--- src/rtl/mips_pkg.sv ---
// Shared MIPS datapath constants: register numbers and write-destination select codes.
// Latency: none (definitions only).
// Backpressure: not applicable.
package mips_pkg;

  localparam int REG_ADDR_W = 5;

  localparam logic [REG_ADDR_W-1:0] REG_ZERO = 5'd0;
  localparam logic [REG_ADDR_W-1:0] REG_SP   = 5'd29;
  localparam logic [REG_ADDR_W-1:0] REG_RA   = 5'd31;

  // Write-destination mux select, shared with the control unit
  typedef enum logic [1:0] {
    WDST_RT = 2'b00,
    WDST_RD = 2'b01,
    WDST_RA = 2'b10,
    WDST_SP = 2'b11
  } wdst_sel_e;

endpackage

--- src/rtl/reg_bank_operand_reg.sv ---
// Load-enabled operand register (A or B) with asynchronous active-low clear.
// Latency: 1 cycle from load to q.
// Backpressure: none; holds when load is low.
module operand_reg #(
  parameter int DATA_W = 32
) (
  input  logic              clk,
  input  logic              reset_n,
  input  logic              load,
  input  logic [DATA_W-1:0] d,
  output logic [DATA_W-1:0] q
);

  logic [DATA_W-1:0] data_d;
  logic [DATA_W-1:0] data_q;

  always_comb begin
    data_d = data_q;
    if (load) data_d = d;
  end

  always_ff @(posedge clk or negedge reset_n) begin
    if (!reset_n) data_q <= '0;
    else          data_q <= data_d;
  end

  assign q = data_q;

endmodule

--- src/rtl/reg_bank.sv ---
// 32-entry MIPS register bank, $zero hardwired, $sp resets to SP_RESET; two async reads, A/B latches.
// Latency: reads combinational, writes and A/B loads 1 cycle; RB_BYPASS_EN forwards same-cycle writes.
// Backpressure: none; every enabled write/load is accepted on the rising edge.
module reg_bank
  import mips_pkg::*;
#(
  parameter int          DATA_W   = 32,
  parameter int unsigned SP_RESET = 227
) (
  input  logic                  clk,
  input  logic                  reset_n,
  input  logic                  reg_write,
  input  logic [REG_ADDR_W-1:0] write_reg,
  input  logic [DATA_W-1:0]     write_data,
  input  logic [REG_ADDR_W-1:0] read_reg1,
  input  logic [REG_ADDR_W-1:0] read_reg2,
  output logic [DATA_W-1:0]     read_data1,
  output logic [DATA_W-1:0]     read_data2,
  input  logic                  load_a,
  input  logic                  load_b,
  output logic [DATA_W-1:0]     a_out,
  output logic [DATA_W-1:0]     b_out
);

  logic [DATA_W-1:0] regs_d [1:31];
  logic [DATA_W-1:0] regs_q [1:31];
  logic              wr_en;

  assign wr_en = reg_write && (write_reg != REG_ZERO);

  always_comb begin
    regs_d = regs_q;
    if (wr_en) regs_d[write_reg] = write_data;
  end

  always_ff @(posedge clk or negedge reset_n) begin
    if (!reset_n) begin
      for (int i = 1; i < 32; i++)
        regs_q[i] <= (5'(i) == REG_SP) ? DATA_W'(SP_RESET) : '0;
    end else begin
      regs_q <= regs_d;
    end
  end

  always_comb begin
    read_data1 = '0;
    read_data2 = '0;
    if (read_reg1 != REG_ZERO) read_data1 = regs_q[read_reg1];
    if (read_reg2 != REG_ZERO) read_data2 = regs_q[read_reg2];
`ifdef RB_BYPASS_EN
    // Forward only a write that will actually land; reset suppresses writes
    if (reset_n && wr_en && (write_reg == read_reg1)) read_data1 = write_data;
    if (reset_n && wr_en && (write_reg == read_reg2)) read_data2 = write_data;
`endif
  end

  operand_reg #(.DATA_W(DATA_W)) u_a_reg (
    .clk     (clk),
    .reset_n (reset_n),
    .load    (load_a),
    .d       (read_data1),
    .q       (a_out)
  );

  operand_reg #(.DATA_W(DATA_W)) u_b_reg (
    .clk     (clk),
    .reset_n (reset_n),
    .load    (load_b),
    .d       (read_data2),
    .q       (b_out)
  );

endmodule
--- config.mk ---
export PLATFORM = sky130hd
export DESIGN_NAME = reg_bank
export DESIGN_NICKNAME = d
export VERILOG_FILES = /design/src/rtl/mips_pkg.sv /design/src/rtl/reg_bank_operand_reg.sv /design/src/rtl/reg_bank.sv
export SDC_FILE = /design/constraint.sdc
export NUM_CORES = 2
export LEC_CHECK = 0
export CORE_MARGIN = 2
export CORE_UTILIZATION = 42
export CTS_BUF_LIST = sky130_fd_sc_hd__clkbuf_16
export DETAILED_ROUTE_END_ITERATION = 10
export PLACE_DENSITY = 0.69
export SLEW_MARGIN = 20
export SYNTH_ARGS = -nofsm -noshare
export SYNTH_HDL_FRONTEND = slang
export SYNTH_SLANG_ARGS = --single-unit
export TNS_END_PERCENT = 30
--- constraint.sdc ---
create_clock -name clk -period 2.2 [get_ports clk]
set_clock_uncertainty 0.05 [all_clocks]
set_input_delay 0.44 -clock clk [delete_from_list [all_inputs] [get_ports clk]]
set_output_delay 0.44 -clock clk [all_outputs]
set_load 0.02 [all_outputs]
==> results.md <==
Power and ir drop:
- Summed over all cells, the static leakage comes to between 0.03 and 0.04 uW.
- The total power per unit cell area is roughly 830 mW/mm^2.
- Total power for the finished layout comes to around 63000 uW.
- Across the VDD grid, the largest voltage drop is around 0.00065 V.

Floorplanning:
- The core region is 0.134 mm^2.
- For this configuration, the core starts out at a cell density of 0.424.
- The die covers around 0.14 mm^2.
- The die outline height is approximately 370 um.
- The top-level I/O count is 180.
- The floorplan has ~130 rows.
- The overall die width is between 300 and 400 um.

Cells and area:
- The final layout contains about 5500 nets.
- The top cell types in the final layout, fill and taps aside, are mux2_2, dfrtp_1, buf_4, mux2i_1, o22ai_1.
- The area growth from synthesis to layout is 33.9%.
- The finished layout holds around 7300 standard cells, fillers aside.
- The total area of multi-input combinational cells is roughly 0.03 mm^2.
- The number of antenna diodes in the final layout is 0.
- The layout has ~11000 filler cells.
- The library cell used most frequently in the layout, excluding fill and tap cells, is mux2_2.
- The share of post-route cells with drive strength above 1 is 0.554.
- The sequential cell area is around 0.026 mm^2.

Synthesis:
- The adder-cell share of the synthesized area is 0.
- The post-synthesis compound-gate area fraction was 0.0736.
- After synthesis the cells add up to between 0.05 and 0.06 mm^2.
- The portion of synthesized area spent on multiplexers is 0.380.
- The count of mapped cells out of synthesis is 4506.
- The post-synthesis register bit count is roughly 1100.
- Of the total synthesized cell area, the portion taken by AND, OR, NAND and NOR gates is 0.0406.
- The netlist uses 42 different library cells.
- The number of warning messages in the yosys log is 0.
- The main combinational cell family by area after synthesis is multiplexers.
- The post-synthesis net count is roughly 4600.
- The average instance in the mapped netlist occupies between 10 and 15 um^2.
- The share of the synthesized netlist area taken by xor and xnor gates is 0.
- The share of the Yosys chip area taken by registers is 0.466.

Global route:
- The number of global-route vias before repair came to 45816.
- The global-route wire length before repair is roughly 310 mm.
- The largest net degree at the start of global routing is 77.
- The overflow left after global routing is 0.
- The number of antenna violations at the first check in global routing was 2.
- For this run, the total global-route usage over all layers was measured as 0.303.

Critical path:
- The signal on the critical path passes through mux2_4, a221oi_2, nor3_2, a21oi_1, buf_4, nand2_2, buf_6.
- The cell with the largest stage delay on the worst path is dfrtp_1.
- STA puts the critical path data required time at 1710 ps.
- The category of the worst setup path launch point is a register.
- The largest incremental delay on the critical path is 420 ps.
- The worst-path maximum fanout is 3.
- The critical path is of the reg2out type.
- For the worst setup path, the data arrival time is around 2400 ps.
- The top cell family by delay on the critical path is compound AO/OA/AOI/OAI gates.
- The number of buffers and inverters on the critical path is 2.
- The type of destination of the critical path is an output port.

Clock network:
- The clock tree root buffer cell is clkbuf_16.
- The clock transition at the registers of the reported paths is 60 ps.
- The number of levels in the clock H-tree is 3.
- The clock tree from TritonCTS is built.
- The maximum clock path buffer count is 3.
- The clock sink total is 1056.
- TritonCTS created ~120 clock buffers.
- Clock latency on the worst-skew pair, taken at its later pin, is just under 800 ps.

Routing:
- Once detail routing completed, the nets flagged for antenna violations numbered 0.
- After detailed routing, the number of vias per cell comes to around 6.2.
- After detailed routing, the number of remaining DRC violations is 0.
- The post-detailed-routing wire length is between 200 and 250 mm.
- The pre-antenna-repair detailed-routing pass consisted of 6 iterations.
- The detailed router finished its first iteration with 4730 violations.
- The average wire length per cell after detail routing is roughly 29 um.
- For this block, the via count after detailed routing is ~45000.

Placed design:
- The number of cells after detailed placement is approximately 7000.
- The total half-perimeter wirelength after legalization and detailed placement is about 140 mm.
- Port buffering added 179 buffers.
- At the end of routability-driven placement, the weighted congestion stood at between 0.9 and 1.

STA:
- Setup repair after global routing could not meet its margin everywhere.
- The number of max-slew violations in the final report came to 0.
- The highest attainable clock frequency is approximately 0.35 GHz.
- The final hold violation count is 0.
- Summed over all failing endpoints, the final setup total negative slack is -36940 ps.
- The headroom to the max-slew limit is 0.642.
- The minimum period implied by the final worst setup slack is 2900 ps.
- The smallest setup slack after layout is -698 ps.
- Hold is met by about 59 ps.
- Of the available clock period, the critical path in the final layout requires 1.32.
- The slew at the pin closest to its max-slew limit is around 530 ps.
- The setup-violating endpoint count in the final report is between 60 and 70.

Worst hold path:
- The tightest min-delay check is of the in2reg type.

Run status:
- The final reports fail on setup timing.
- The flow ran to the end, but the final reports show violations.

Run:
- The max-cap violation count is 0.
[synth_stat cells]
cell type | instances | area, um^2
mux2_2 | 1264 | 14200
dfrtp_1 | 1051 | 26300
mux2i_1 | 617 | 6180
o22ai_1 | 286 | 1790
clkbuf_1 | 198 | 743
buf_2 | 176 | 881
nor3_1 | 129 | 646
nor2_1 | 110 | 413
a22oi_1 | 98 | 736
a21oi_1 | 95 | 475
nand2_1 | 82 | 308
a31oi_1 | 62 | 388
nor2b_1 | 44 | 275
mux2_1 | 41 | 462
nor4_2 | 32 | 400
a221oi_1 | 31 | 272
mux4_2 | 31 | 698
a2111oi_2 | 30 | 450
buf_6 | 30 | 338
buf_1 | 27 | 101
buf_4 | 25 | 188
nand2b_1 | 13 | 81.3
dfstp_2 | 5 | 131
nand3_1 | 5 | 25.0
or2_2 | 3 | 18.8
a221o_1 | 2 | 20.0
and2_1 | 2 | 12.5
nor4_4 | 2 | 42.5
or2_1 | 2 | 12.5
a2111oi_4 | 1 | 27.5
a21oi_2 | 1 | 8.76
a311oi_1 | 1 | 8.76
and2_4 | 1 | 8.76
and2b_1 | 1 | 7.51
and3_1 | 1 | 6.26
mux2_4 | 1 | 15.0
nand3b_1 | 1 | 7.51
nand4_1 | 1 | 6.26
nand4b_1 | 1 | 8.76
nor2_2 | 1 | 6.26
nor3_2 | 1 | 10.0
or3_1 | 1 | 6.26
[state kept, by name, summed over array words and instances, names as in the netlist]
name       flops
regs_q       992
u_a_reg.q     32
u_b_reg.q     32
[final cells by class]
| type | count | share of cell area |
|---|---|---|
| Timing Repair Buffer | 1232 | 0.168 |
| Tap cell | 1768 | 0.0291 |
| Clock buffer | 118 | 0.0389 |
| Sequential cell | 1056 | 0.348 |
| Clock inverter | 93 | 0.0102 |
| Multi-Input combinational cell | 2994 | 0.406 |
[metrics by stage]
| step | cell area [um^2] | setup slack (ps) | util |
|---|---|---|---|
| after floorplan | 57300 | -70.5 | - |
| after global placement | 68700 | -1550 | 0.514 |
| after detailed placement | 68700 | -1560 | 0.514 |
| after CTS | 74900 | -749 | 0.560 |
| after global routing | 76000 | -742 | 0.568 |
| final | 76000 | -698 | 0.568 |
[path summary, 6_finish.rpt]
check | end | cells after the start | start | slack [ps]
setup / recovery | read_data2[25] | 7 | regs_q[921] | -700
hold reg to reg | u_a_reg.q[16] | 1 | u_a_reg.q[16] | 450
setup reg to reg | u_b_reg.q[31] | 6 | regs_q[991] | 340
min in group asynchronous | regs_q[550] | 2 | reset_n | 150
hold / removal | u_b_reg.q[2] | 2 | load_b | 60
max in group asynchronous | regs_q[399] | 4 | reset_n | 1000
[where the power goes]
part	leakage (uW)	total (uW)	switching, uW	internal (uW)
clock	0.00192	19500	8460	11100
sequential	0.0134	25900	2730	23200
combinational	0.0195	17900	8200	9730
[routing by layer]
metal / global-route usage / vias up / part of all wire
li1: - / 18698 / -
met1: 0.425 / 23564 / 0.42
met4: 0.133 / 2 / 0.046
met2: 0.457 / 2312 / 0.44
met3: 0.0554 / 549 / 0.088
met5: 0 / - / 0.00016
[cell families (layout without fill, tap and decap cells)]
group           count (synthesis)  in the layout
compound gates                607            607
buf+inv                       456           1443
flops                        1056           1056
mux                          1954           1954
simple gates                  433            433
[repair_timing]
action	CTS	global route
gates resized for setup	670	198
pin swaps	116	71
setup buffers	66	29
hold buffers	1	0
setup endpoints to repair	128	93
hold endpoints to repair	211	0
gates cloned	14	0
(Power assumes the default switching activity.)
